### src/rtl/irq_seq_if.sv
// Trap/mret sequencer bus: EX-stage event inputs, CSR read values, CSR write port, pipeline control.
// Latency: n/a (signal bundle only).
// Backpressure: n/a; div_busy_i is carried here as the only hold-off input to the sequencer.
interface irq_seq_if;
   logic        inst_valid_i;
   logic [31:0] inst_addr_i;
   logic        ecall_i;
   logic        ebreak_i;
   logic        mret_i;
   logic        irq_i;
   logic        div_busy_i;
   logic [31:0] csr_mtvec_i;
   logic [31:0] csr_mepc_i;
   logic [31:0] csr_mstatus_i;
   logic        csr_we_o;
   logic [11:0] csr_waddr_o;
   logic [31:0] csr_wdata_o;
   logic        stallreq_o;
   logic [2:0]  flushreq_o;
   logic        jump_req_o;
   logic [31:0] jump_addr_o;

   // Sequencer side: consumes EX/CSR state, drives CSR writes and pipeline control.
   modport master (
      input  inst_valid_i, inst_addr_i, ecall_i, ebreak_i, mret_i, irq_i, div_busy_i,
      input  csr_mtvec_i, csr_mepc_i, csr_mstatus_i,
      output csr_we_o, csr_waddr_o, csr_wdata_o, stallreq_o, flushreq_o, jump_req_o, jump_addr_o
   );

   // Pipeline/CSR-file side.
   modport slave (
      output inst_valid_i, inst_addr_i, ecall_i, ebreak_i, mret_i, irq_i, div_busy_i,
      output csr_mtvec_i, csr_mepc_i, csr_mstatus_i,
      input  csr_we_o, csr_waddr_o, csr_wdata_o, stallreq_o, flushreq_o, jump_req_o, jump_addr_o
   );
endinterface

### src/rtl/irq_seq.sv
// Interrupt/exception/mret sequencer: writes mepc, mcause, mstatus then redirects the fetch; VECTORED_MTVEC_EN enables vectored irq targets.
// Latency: trap redirect 4 cycles after detection (plus any div_busy_i wait), mret redirect 2 cycles after.
// Backpressure: trap entry holds in WAIT while div_busy_i is high; stallreq_o freezes the pipeline for the whole sequence.
module irq_seq (
   input  logic     clk,
   input  logic     rst_n,
   irq_seq_if.master bus
);

   typedef enum logic [2:0] {
      ST_IDLE, ST_WAIT, ST_MEPC, ST_MCAUSE, ST_MSTATUS, ST_MRET, ST_JUMP
   } state_t;

   localparam logic [11:0] ADDR_MEPC    = 12'h341;
   localparam logic [11:0] ADDR_MCAUSE  = 12'h342;
   localparam logic [11:0] ADDR_MSTATUS = 12'h300;

   localparam logic [31:0] CAUSE_IRQ    = 32'h8000_000B;
   localparam logic [31:0] CAUSE_ECALL  = 32'h0000_000B;
   localparam logic [31:0] CAUSE_EBREAK = 32'h0000_0003;

   // Event kind is stored directly as the flush mask it will produce in JUMP.
   localparam logic [2:0] KIND_EXC  = 3'b001;
   localparam logic [2:0] KIND_IRQ  = 3'b010;
   localparam logic [2:0] KIND_MRET = 3'b100;

   state_t      state_q, state_d;
   logic [2:0]  kind_q;
   logic [31:0] cause_q;
   logic [31:0] pc_q;

   logic        irq_ev, ecall_ev, ebreak_ev, mret_ev, trap_ev, detect;
   logic [2:0]  det_kind;
   logic [31:0] det_cause;
   logic [31:0] trap_target;

   logic        csr_we;
   logic [11:0] csr_waddr;
   logic [31:0] csr_wdata;
   logic        stallreq;
   logic [2:0]  flushreq;
   logic        jump_req;
   logic [31:0] jump_addr;

   // Event qualification and priority: irq > ecall > ebreak > mret.
   always_comb begin
      irq_ev    = bus.irq_i & bus.csr_mstatus_i[3] & bus.inst_valid_i;
      ecall_ev  = bus.ecall_i  & bus.inst_valid_i;
      ebreak_ev = bus.ebreak_i & bus.inst_valid_i;
      trap_ev   = irq_ev | ecall_ev | ebreak_ev;
      mret_ev   = bus.mret_i & bus.inst_valid_i & ~trap_ev;
      // Gated by rst_n so nothing is requested while reset is held.
      detect    = rst_n & (state_q == ST_IDLE) & (trap_ev | mret_ev);
      det_kind  = KIND_MRET;
      det_cause = 32'h0;
      if (irq_ev) begin
         det_kind  = KIND_IRQ;
         det_cause = CAUSE_IRQ;
      end else if (ecall_ev) begin
         det_kind  = KIND_EXC;
         det_cause = CAUSE_ECALL;
      end else if (ebreak_ev) begin
         det_kind  = KIND_EXC;
         det_cause = CAUSE_EBREAK;
      end
   end

   // Trap vector: direct base, optionally offset by cause 11 for vectored irqs.
`ifdef VECTORED_MTVEC_EN
   always_comb begin
      trap_target = {bus.csr_mtvec_i[31:2], 2'b00};
      if (kind_q == KIND_IRQ && bus.csr_mtvec_i[1:0] == 2'b01)
         trap_target = {bus.csr_mtvec_i[31:2], 2'b00} + 32'h0000_002C;
   end
`else
   logic unused_mtvec_mode;
   assign unused_mtvec_mode = ^bus.csr_mtvec_i[1:0];
   always_comb begin
      trap_target = {bus.csr_mtvec_i[31:2], 2'b00};
   end
`endif

   // State register.
   always_ff @(posedge clk) begin
      if (!rst_n)
         state_q <= ST_IDLE;
      else
         state_q <= state_d;
   end

   // Capture kind, cause and PC once per sequence, on the detection cycle only.
   always_ff @(posedge clk) begin
      if (!rst_n) begin
         kind_q  <= 3'b000;
         cause_q <= 32'h0;
         pc_q    <= 32'h0;
      end else if (detect) begin
         kind_q  <= det_kind;
         cause_q <= det_cause;
         pc_q    <= bus.inst_addr_i;
      end
   end

   // Next-state logic.
   always_comb begin
      state_d = state_q;
      case (state_q)
         ST_IDLE: begin
            if (detect) begin
               if (!trap_ev)             state_d = ST_MRET;
               else if (bus.div_busy_i)  state_d = ST_WAIT;
               else                      state_d = ST_MEPC;
            end
         end
         ST_WAIT:    if (!bus.div_busy_i) state_d = ST_MEPC;
         ST_MEPC:    state_d = ST_MCAUSE;
         ST_MCAUSE:  state_d = ST_MSTATUS;
         ST_MSTATUS: state_d = ST_JUMP;
         ST_MRET:    state_d = ST_JUMP;
         ST_JUMP:    state_d = ST_IDLE;
         default:    state_d = ST_IDLE;
      endcase
   end

   // Output decode: CSR write port, stall, flush and redirect.
   always_comb begin
      csr_we    = 1'b0;
      csr_waddr = 12'h0;
      csr_wdata = 32'h0;
      stallreq  = 1'b0;
      flushreq  = 3'b000;
      jump_req  = 1'b0;
      jump_addr = 32'h0;
      case (state_q)
         ST_IDLE: stallreq = detect;
         ST_WAIT: stallreq = 1'b1;
         ST_MEPC: begin
            stallreq  = 1'b1;
            csr_we    = 1'b1;
            csr_waddr = ADDR_MEPC;
            csr_wdata = pc_q;
         end
         ST_MCAUSE: begin
            stallreq  = 1'b1;
            csr_we    = 1'b1;
            csr_waddr = ADDR_MCAUSE;
            csr_wdata = cause_q;
         end
         ST_MSTATUS: begin
            stallreq     = 1'b1;
            csr_we       = 1'b1;
            csr_waddr    = ADDR_MSTATUS;
            csr_wdata    = bus.csr_mstatus_i;
            csr_wdata[7] = bus.csr_mstatus_i[3];
            csr_wdata[3] = 1'b0;
         end
         ST_MRET: begin
            stallreq     = 1'b1;
            csr_we       = 1'b1;
            csr_waddr    = ADDR_MSTATUS;
            csr_wdata    = bus.csr_mstatus_i;
            csr_wdata[3] = bus.csr_mstatus_i[7];
            csr_wdata[7] = 1'b1;
         end
         ST_JUMP: begin
            jump_req  = 1'b1;
            flushreq  = kind_q;
            jump_addr = (kind_q == KIND_MRET) ? bus.csr_mepc_i : trap_target;
         end
         default: ;
      endcase
   end

   assign bus.csr_we_o    = csr_we;
   assign bus.csr_waddr_o = csr_waddr;
   assign bus.csr_wdata_o = csr_wdata;
   assign bus.stallreq_o  = stallreq;
   assign bus.flushreq_o  = flushreq;
   assign bus.jump_req_o  = jump_req;
   assign bus.jump_addr_o = jump_addr;

endmodule

### src/flat_wrapper.sv
// flat-port wrapper written by rule: the top's interface ports become plain ports
module irq_seq_flat 
  (clk, rst_n, bus_inst_valid_i, bus_inst_addr_i, bus_ecall_i, bus_ebreak_i, bus_mret_i, bus_irq_i, bus_div_busy_i, bus_csr_mtvec_i, bus_csr_mepc_i, bus_csr_mstatus_i, bus_csr_we_o, bus_csr_waddr_o, bus_csr_wdata_o, bus_stallreq_o, bus_flushreq_o, bus_jump_req_o, bus_jump_addr_o);
  irq_seq_if bus_i ();
  input  logic clk;
  input  logic rst_n;
  input wire logic [$bits(bus_i.inst_valid_i)-1:0] bus_inst_valid_i;
  input wire logic [$bits(bus_i.inst_addr_i)-1:0] bus_inst_addr_i;
  input wire logic [$bits(bus_i.ecall_i)-1:0] bus_ecall_i;
  input wire logic [$bits(bus_i.ebreak_i)-1:0] bus_ebreak_i;
  input wire logic [$bits(bus_i.mret_i)-1:0] bus_mret_i;
  input wire logic [$bits(bus_i.irq_i)-1:0] bus_irq_i;
  input wire logic [$bits(bus_i.div_busy_i)-1:0] bus_div_busy_i;
  input wire logic [$bits(bus_i.csr_mtvec_i)-1:0] bus_csr_mtvec_i;
  input wire logic [$bits(bus_i.csr_mepc_i)-1:0] bus_csr_mepc_i;
  input wire logic [$bits(bus_i.csr_mstatus_i)-1:0] bus_csr_mstatus_i;
  output wire logic [$bits(bus_i.csr_we_o)-1:0] bus_csr_we_o;
  output wire logic [$bits(bus_i.csr_waddr_o)-1:0] bus_csr_waddr_o;
  output wire logic [$bits(bus_i.csr_wdata_o)-1:0] bus_csr_wdata_o;
  output wire logic [$bits(bus_i.stallreq_o)-1:0] bus_stallreq_o;
  output wire logic [$bits(bus_i.flushreq_o)-1:0] bus_flushreq_o;
  output wire logic [$bits(bus_i.jump_req_o)-1:0] bus_jump_req_o;
  output wire logic [$bits(bus_i.jump_addr_o)-1:0] bus_jump_addr_o;
  assign bus_i.inst_valid_i = bus_inst_valid_i;
  assign bus_i.inst_addr_i = bus_inst_addr_i;
  assign bus_i.ecall_i = bus_ecall_i;
  assign bus_i.ebreak_i = bus_ebreak_i;
  assign bus_i.mret_i = bus_mret_i;
  assign bus_i.irq_i = bus_irq_i;
  assign bus_i.div_busy_i = bus_div_busy_i;
  assign bus_i.csr_mtvec_i = bus_csr_mtvec_i;
  assign bus_i.csr_mepc_i = bus_csr_mepc_i;
  assign bus_i.csr_mstatus_i = bus_csr_mstatus_i;
  assign bus_csr_we_o = bus_i.csr_we_o;
  assign bus_csr_waddr_o = bus_i.csr_waddr_o;
  assign bus_csr_wdata_o = bus_i.csr_wdata_o;
  assign bus_stallreq_o = bus_i.stallreq_o;
  assign bus_flushreq_o = bus_i.flushreq_o;
  assign bus_jump_req_o = bus_i.jump_req_o;
  assign bus_jump_addr_o = bus_i.jump_addr_o;
  irq_seq u_core (.clk(clk), .rst_n(rst_n), .bus(bus_i));
endmodule
### config.mk
export PLATFORM = sky130hd
export DESIGN_NAME = irq_seq_flat
export DESIGN_NICKNAME = d
export VERILOG_FILES = /design/src/rtl/irq_seq_if.sv /design/src/rtl/irq_seq.sv /design/src/flat_wrapper.sv
export SDC_FILE = /design/constraint.sdc
export NUM_CORES = 1
export LEC_CHECK = 0
export BUFFER_PORTS_ARGS = -buffer_cell sky130_fd_sc_hd__buf_2
export CAP_MARGIN = 40
export CORE_MARGIN = 5
export CORE_UTILIZATION = 36
export DETAILED_ROUTE_END_ITERATION = 12
export PLACE_DENSITY = 0.78
export SYNTH_ARGS = -nofsm -noshare
export SYNTH_HDL_FRONTEND = slang
export SYNTH_SLANG_ARGS = --single-unit
### constraint.sdc
create_clock -name clk -period 1.7 [get_ports clk]
set_input_delay 0.425 -clock clk [delete_from_list [all_inputs] [get_ports clk]]
set_output_delay 0.425 -clock clk [all_outputs]
set_load 0.02 [all_outputs]
Yosys cells after proc, flatten, opt, wreduce, memory -nomap -nowiden:

Cells that the tools add are included.

* bits in registers: 70
* latch bits: 0
* memory bits (writable): 0
* memory bits (read-only): 0
* bits of input ports: 136
* word-level logic and storage cells: 49
* memories: 0

* add/sub/neg operators: 0
* multipliers: 0
* divide/modulo/power cells: 0
* order comparisons: 0
* eq/ne operators: 9
* shift operators: 0
* muxes and demuxes: 19
* bitwise operators: 12
* reduce and logical (&&, ||, !) cells: 5

Operators by type and width (count)
* $mux W32: 4
* $pmux W32 S4: 1
* $pmux W10 S3: 1
* $mux W3: 7
* $pmux W3 S5: 1
* $eq A3 B3 Y1 const B: 4
* $and A1 B1 Y1: 8
* $eq A3 B2 Y1 const B: 2
* $reduce_or A5 Y1: 1
* $mux W2: 2
* $reduce_or A4 Y1: 1
* $eq A3 B1 Y1 const B: 1
* $logic_not A3 Y1: 1
* $or A1 B1 Y1: 3
* $mux W1: 2
* $ne A2 B1 Y1 const B: 1
* $ne A2 B2 Y1 const B: 1
* $pmux W1 S2: 1
* $reduce_and A2 Y1: 1
* $reduce_or A2 Y1: 1
* $not A1 Y1: 1

Longest topological paths before layout:

Gate-level depths: netlist of run 1.

* depth after elaboration: 10
* depth in mapped cells: 6
* depth with buffers taken out: 4

Least setup slack after synthesis of run 1:

Ideal clock, no wire load.

* path kind: register to output
* start point: register u_core.state_q[1]
* end point: output port bus_csr_waddr_o[9]
* arrival time: 1.419 ns
* required time: 1.275 ns
* setup slack: -0.144 ns
* stages on the path, launching flop included: 7
* path buffers: 4
* cells stage by stage: dfxtp_1 -> buf_2 -> nor2b_1 -> clkbuf_1 -> buf_2 -> or2_1 -> buf_4

* word-level cells in the longest chain between the ends: 3
* elaborated cells on any way between the ends: 6
* classes of those cells: eq/ne: 4; mux: 1; reduce/logical: 1

RTL lines
* start, declared: RTL line irq_seq.sv:27 `state_t state_q, state_d;`
* start signal, assigned: RTL line irq_seq.sv:88 `state_q <= state_d;`
* $eq A3 B3 Y1: RTL line irq_seq.sv:134 `case (state_q)`
* $reduce_or A2 Y1 (no line)
* $pmux W10 S3 (*): RTL line irq_seq.sv:134
* end, declared: RTL line flat_wrapper.sv:18 `output wire logic [$bits(bus_i.csr_waddr_o)-1:0] bus_csr_waddr_o;`

Every way passes the cells marked *; elsewhere a longest branch is shown, timed or not.

Final worst setup path of run 1:

* start point: register u_core.kind_q[0]
* end point: output port bus_jump_addr_o[30]

* word-level cells in the longest chain between the ends: 3

RTL lines
* start, declared: RTL line irq_seq.sv:28 `logic [2:0] kind_q;`
* start signal, assigned: RTL line irq_seq.sv:98 `kind_q <= det_kind;`
* $eq A3 B3 Y1: RTL line irq_seq.sv:168 `jump_addr = (kind_q == KIND_MRET) ? bus.csr_mepc_i : trap_target;`
* $mux W32: RTL line irq_seq.sv:168
* $mux W32: RTL line irq_seq.sv:134
* end, declared: RTL line flat_wrapper.sv:23 `output wire logic [$bits(bus_i.jump_addr_o)-1:0] bus_jump_addr_o;`

Every way passes these cells.

==> out/metrics.yaml, run 1 <==
netlist.area_leader.share_pct: 29.3
yosys.cell_types.count: 43
critical_path_buf_inv_count: 2
final_area_mm2: 0.00483
dieWidth_um: 97.1
drt-pass1-iter-count: 5
vias: 3548
cts_hold_buf: 0
fin_crit_sh_pct: 115
vias_per_cell: 5.15
synthTopCellsByCount: "131 x nand2_1, 40 x dfxtp_1, 35 x a21oi_1, 35 x mux2i_1, 29 x a22o_1"
status: "finished with violations"
hold_viol_final: 0
clock_latency_ns: 0.30
drcViolationCount: 0
synth_most_common_cell: "nand2_1"
drv_slew: 0
crit_path_start: "u_core.kind_q[0]"
cp_slowest_cell: "or3b_4"
synthCells: 365
crit_required_ns: 1.27
grt_pass1_vias: 3598
cp.depth: 5
cts_made_buffers: 5
grt-ovfl-total: 0
async_flop_share_pct: 0
ys.flop_type: "dfxtp_1"
vdd_ir_drop_max_v: 0.000553
synth_edf_count: 0
r2r_end: "u_core.pc_q[29]"
wl_per_cell_um: 17.3
fin_skew_ns: 0.0124
worstHoldStart: "bus_inst_addr_i[6]"
insertedDiodeCount: 0
grt_setup_unrepaired: "true"
cap_viol_max_count: 0
endpoint: "bus_jump_addr_o[30]"
finalSetupViolCount: 89
synth_area_leaders: "dfxtp_1 29%, nand2_1 18%, mux2i_1 13%"
netlist_area_mm2: 0.00273
grt_pass1_wl_um: 18100
first_iter_violations: 171
period_needed_ns: 1.96
port_buffers: 208
crit_type: "flop to output port"
max_freq_mhz: 509
dp_hpwl_um: 8030
cts_root_buf: "clkbuf_8"
endpoint_kind: "output port"
grt.total_usage_pct: 23.2
place_area_mm2: 0.00401
yosysSeqAreaShare_pct: 29.3
yosys_warnings: 0
clk_path_buf_depth: 2
areaGrowthSynthToFinish_pct: 77.1
drive_above_1_share_pct: 53.7
p_leak_nw: 2.36
violations: "setup timing"
die_height_um: 97.1
antenna_found_initial: 0
r2r_start: "u_core.state_q[1]"
rows: 31
pin_count: 218
start_kind: "flop"
arrival_ns: 1.54
final_nets: 725
core_mm2: 0.00733
yosysTopAreaCell: "dfxtp_1"
fillers: 575
ys_seq_elements: 40
path_cells: "or3b_4 -> buf_12 -> nand2_1 -> a21oi_2 -> buf_2"
place_congestion: 0.925
hold_path_class: "input pin to flop"
htree_levels: 2
postRouteAntennaNets: 0
critPathMaxStageDelay_ns: 0.41
cts_sinks: 40
clk_pin_slew_ns: 0.09
layout_setup_ws_ns: -0.263
path_max_fanout: 30
r2r_setup_slack_ns: -0.03
cts_tree: "yes"
start_util_pct: 37.2
synth.avg_cell_area_um2: 7.48
cpLargestDelayFamily: "simple AND/OR/NAND/NOR gates"
powerDensity_mw_per_mm2: 798
r2r_cells: 7
routed_wl_um: 11900
grt_max_degree: 51
dp_slack_ns: -0.0231
dieArea_mm2: 0.00942
## logic make-up (layout without fill, tap and decap cells)
logic type | Yosys count | in the layout | synth area share [%]
AND/OR/NAND/NOR | 162 | 162 | 25.9
multiplexers | 35 | 35 | 12.8
flip-flops | 40 | 40 | 29.3
other | 1 | 7 | 0.137
AO/OA/AOI/OAI | 83 | 83 | 20.9
buffers and inverters | 44 | 263 | 11.0
## stage by stage
| stage | instances | total power, mW | TNS, ns | hold WS [ns] | util, % |
|---|---|---|---|---|---|
| after floorplan | 371 | 2.07 | -1.00 | 0.434 | - |
| after global placement | 663 | 2.45 | -0.0351 | 0.442 | 54.7 |
| after detailed placement | 663 | 2.50 | -0.0231 | 0.450 | 54.7 |
| after CTS | 681 | 3.64 | -14.64 | 0.362 | 63.1 |
| after global routing | 689 | 4.03 | -21.08 | 0.363 | 65.9 |
| final | 689 | 3.86 | -14.94 | 0.364 | 65.9 |
## placed cells by master, fill, tap and decap left out, types with 2 or more instances in the layout
cell type	n
a211oi_1	3
a21oi_1	5
a21oi_2	30
a22o_1	26
a22o_4	3
and2_1	3
and2_4	2
and3_1	2
buf_12	7
buf_16	3
buf_2	150
buf_4	38
buf_6	48
buf_8	3
clkbuf_16	2
clkbuf_8	5
conb_1	7
dfxtp_1	34
dfxtp_2	3
dfxtp_4	3
inv_1	3
mux2i_1	33
mux2i_2	2
nand2_1	128
nand2_2	3
nand2b_1	2
nor2_1	4
nor3_1	3
nor3b_4	2
o21ai_1	3
o21ai_2	2
## per-layer routing
| layer | part of all wire, % | vias up | GRT usage [%] | wire (um) |
|---|---|---|---|---|
| met5 | 0 | - | 0 | 0 |
| met4 | 2.3 | 0 | 7.78 | 269 |
| met3 | 9.3 | 28 | 7.04 | 1110 |
| met2 | 54 | 206 | 45.2 | 6490 |
| met1 | 34 | 1635 | 23.0 | 4060 |
| li1 | - | 1679 | - | - |
## worst min-delay path, stage by stage
cell,delay (ns)
buf_2,0.10
nand2_1,0.04
mux2i_1,0.05
## layout make-up
class	instances	area (um^2)	share of cell area (%)
Timing Repair Buffer	251	1890	39.2
Clock inverter	3	42.5	0.880
Tap cell	99	124	2.56
Multi-Input combinational cell	287	1870	38.7
Clock buffer	5	68.8	1.42
Sequential cell	40	816	16.9
Inverter	4	15.0	0.311
## power breakdown
| part | switching (mW) | internal [mW] |
|---|---|---|
| logic | 0.928 | 0.993 |
| registers | 0.0903 | 1.06 |
| clock network | 0.350 | 0.435 |
## sequential cells by signal, indices dropped and copies added (netlist names)
register / flops
u_core.pc_q: 32
u_core.kind_q: 3
u_core.state_q: 3
u_core.cause_q: 2
## repair_timing
action,CTS,global route
pin swaps,8,8
gates resized for setup,121,30
endpoints found under the setup margin,74,76
setup buffers,7,6
cloned,3,2
## worst min path at each step
stage                       to  cells past startpoint
2_1_floorplan   u_core.pc_q[0]                      2
3_3_place_gp   u_core.pc_q[28]                      2
3_5_place_dp   u_core.pc_q[28]                      2
4_1_cts         u_core.pc_q[6]                      3
5_1_grt         u_core.pc_q[2]                      3
6_report        u_core.pc_q[6]                      3
Power figures use the tool's default switching activity.
==> inputs of run 2 (changes only) <==
- CORE_UTILIZATION: 36 -> 41
- PLACE_DENSITY: 0.78 -> 0.83
- SKIP_LAST_GASP: default -> 1
- clock period: 1.7 -> 2.5 ns (I/O delays scaled with it)
==> out/metrics.yaml, run 2 (same netlist as run 1, synthesis figures left out) <==
status: "completed"  # was finished with violations
drv_slew: 0  # unchanged
place_congestion: 0.848  # was 0.925
final_nets: 695  # was 725
drive_above_1_share_pct: 42.3  # was 53.7%
rows: 29  # was 31
power_frac_seq_pct: 37.2  # was 29.8%
pin_count: 218  # unchanged
worstMarginPinSlew_ns: 0.594
seq_area_um2: 803  # was 816 um^2
multiInputGateArea_mm2: 0.00167  # was 0.00187 mm^2
core_mm2: 0.00642  # was 0.00733 mm^2
endpoint_kind: "output port"  # unchanged
vdd_ir_drop_max_v: 0.000344  # was 0.000553 V
clk_pin_slew_ns: 0.08  # was 0.09 ns
dp_hpwl_um: 7310  # was 8030 um
areaGrowthSynthToFinish_pct: 40.8  # was 77.1%
start_kind: "flop"  # unchanged
hold_path_class: "flop to flop"  # was input pin to flop
relSlewSlack_pct: 60.2
hold_viol_final: 0  # unchanged
period_needed_ns: 2.34
grt-ovfl-total: 0  # unchanged
routed_wl_um: 9060  # was 11,900 um
final_common_cell: "buf_2"  # unchanged
r2r_setup_slack_ns: 0.90  # was -0.03 ns
path_cells: "nor3b_2 -> buf_4 -> a22o_1 -> buf_2"  # was or3b_4 -> buf_12 -> nand2_1 -> a21oi_2 -> buf_2
finalSetupViolCount: 0  # was 89
cts_tree: "yes"  # unchanged
grt.total_usage_pct: 19.9  # was 23.2%
clk_path_buf_depth: 2  # unchanged
min_delay_path_depth: 2  # was 3
p_leak_nw: 2.08  # was 2.36 nW
p_sw_share_pct: 35.6  # was 35.5%
power.internal_mw: 1.36  # was 2.49 mW
endpoint: "bus_csr_wdata_o[9]"  # was bus_jump_addr_o[30]
crit_required_ns: 1.88  # was 1.27 ns
htree_levels: 2  # unchanged
share_comb_of_total_power_pct: 38.0  # was 49.8%
p_clk_share_pct: 24.8  # was 20.3%
max_freq_mhz: 427
port_buffers: 208  # unchanged
path_max_fanout: 25  # was 30
grt_pass1_wl_um: 13900  # was 18,100 um
clock_latency_ns: 0.29  # was 0.30 ns
postCtsSetupBuffers: 0  # was 7
largest_register_ffs: 32  # unchanged
die_height_um: 91.6  # was 97.1 um
crit_path_start: "u_core.state_q[1]"  # was u_core.kind_q[0]
insertedDiodeCount: 0  # unchanged
cp_slowest_cell: "dfxtp_2"  # was or3b_4
fin_tns_setup_ns: 0  # was -14.94 ns
reg_top3: "u_core.pc_q (32), u_core.kind_q (3), u_core.state_q (3)"  # unchanged
r2r_cells: 4  # was 7
fillers: 578  # was 575
r2r_end: "u_core.pc_q[16]"  # was u_core.pc_q[29]
drt-pass1-iter-count: 4  # was 5
crit_type: "flop to output port"  # unchanged
vias: 3188  # was 3,548
antenna_found_initial: 0  # unchanged
grt_setup_unrepaired: "false"  # was true
drcViolationCount: 0  # unchanged
dieWidth_um: 91.6  # was 97.1 um
wl_per_cell_um: 14.2  # was 17.3 um
vias_per_cell: 5.00  # was 5.15
cts_made_buffers: 5  # unchanged
fin_crit_sh_pct: 93.7
fin_total_pwr_mw: 2.11  # was 3.86 mW
fin_skew_ns: 0.00699  # was 0.0124 ns
power_switching_mw: 0.752  # was 1.37 mW
grt_max_degree: 49  # was 51
first_iter_violations: 74  # was 171
cts_sinks: 40  # unchanged
arrival_ns: 1.72  # was 1.54 ns
final_cell_mix: "208 x buf_2, 131 x nand2_1, 38 x dfxtp_1, 35 x mux2i_1, 35 x a21oi_1"  # was 150 x buf_2, 128 x nand2_1, 48 x buf_6, 38 x buf_4, 34 x dfxtp_1
dieArea_mm2: 0.00839  # was 0.00942 mm^2
cts_root_buf: "clkbuf_8"  # unchanged
postRouteAntennaNets: 0  # unchanged
critPathMaxStageDelay_ns: 0.47  # was 0.41 ns
grt_pass1_vias: 2980  # was 3,598
powerDensity_mw_per_mm2: 550  # was 798 mW/mm^2
start_util_pct: 42.5  # was 37.2%
r2r_start: "u_core.state_q[1]"  # unchanged
top_register: "u_core.pc_q"  # unchanged
cap_viol_max_count: 0  # unchanged
==> run 2: stage by stage <==
| stage | instances | setup WS [ns] | utilization (%) | cell area (um^2) | hold slack (ns) |
|---|---|---|---|---|---|
| 2_1_floorplan | 371 | 0.456 | - | 2750 | 0.434 |
| 3_3_place_gp | 628 | 0.279 | 57.7 | 3710 | 0.443 |
| 3_5_place_dp | 629 | 0.321 | 58.1 | 3730 | 0.452 |
| 4_1_cts | 637 | 0.0131 | 59.8 | 3840 | 0.463 |
| 5_1_grt | 637 | 0.0506 | 59.8 | 3840 | 0.485 |
| 6_report | 637 | 0.158 | 59.8 | 3840 | 0.462 |
==> run 2: worst min-delay path by stage <==
stage,startpoint,end,slack [ns]
5_1_grt,u_core.pc_q[6],u_core.pc_q[6],0.49
3_3_place_gp,u_core.pc_q[7],u_core.pc_q[7],0.44
2_1_floorplan,u_core.pc_q[0],u_core.pc_q[0],0.43
3_5_place_dp,u_core.pc_q[10],u_core.pc_q[10],0.45
4_1_cts,u_core.pc_q[20],u_core.pc_q[20],0.46
6_report,u_core.pc_q[7],u_core.pc_q[7],0.46
==> run 2: per-layer routing <==
layer | wire length (um) | up-vias | GRT usage [%]
met2 | 4540 | 147 | 37.9
met1 | 3530 | 1411 | 21.9
met5 | 0 | - | 0
met4 | 129 | 0 | 4.40
met3 | 852 | 10 | 5.21
li1 | - | 1620 | -
==> run 2: cell type report <==
type	count	share of cell area, %
timing repair buffer	221	30.0
sequential	40	20.9
clock inverter	3	1.11
inverter	4	0.391
tap	77	2.51
clock buffer	5	1.79
multi-input combinational	287	43.3
==> run 2: what timing repair did <==
action | 4_1_cts | 5_1_grt
setup endpoints to repair | 1 | 10
resized for setup | 1 | 1
pin swaps | 0 | 0
hold buffers | 0 | 0
==> run 2: power groups by stage <==
stage,sequential [mW],clock (mW),combinational [mW]
2_1_floorplan,0.765,0,0.608
3_3_place_gp,0.795,0,0.774
3_5_place_dp,0.796,0,0.804
4_1_cts,0.785,0.538,0.806
5_1_grt,0.797,0.564,0.876
6_report,0.787,0.524,0.803
==> run 2: worst max-delay path, delay by kind of cell (launching register included) <==
family                 cells  cell delay (ns)
flip-flops                 1             0.47
buffers and inverters      2             0.49
AO/OA/AOI/OAI              1             0.21
AND/OR/NAND/NOR            1             0.26
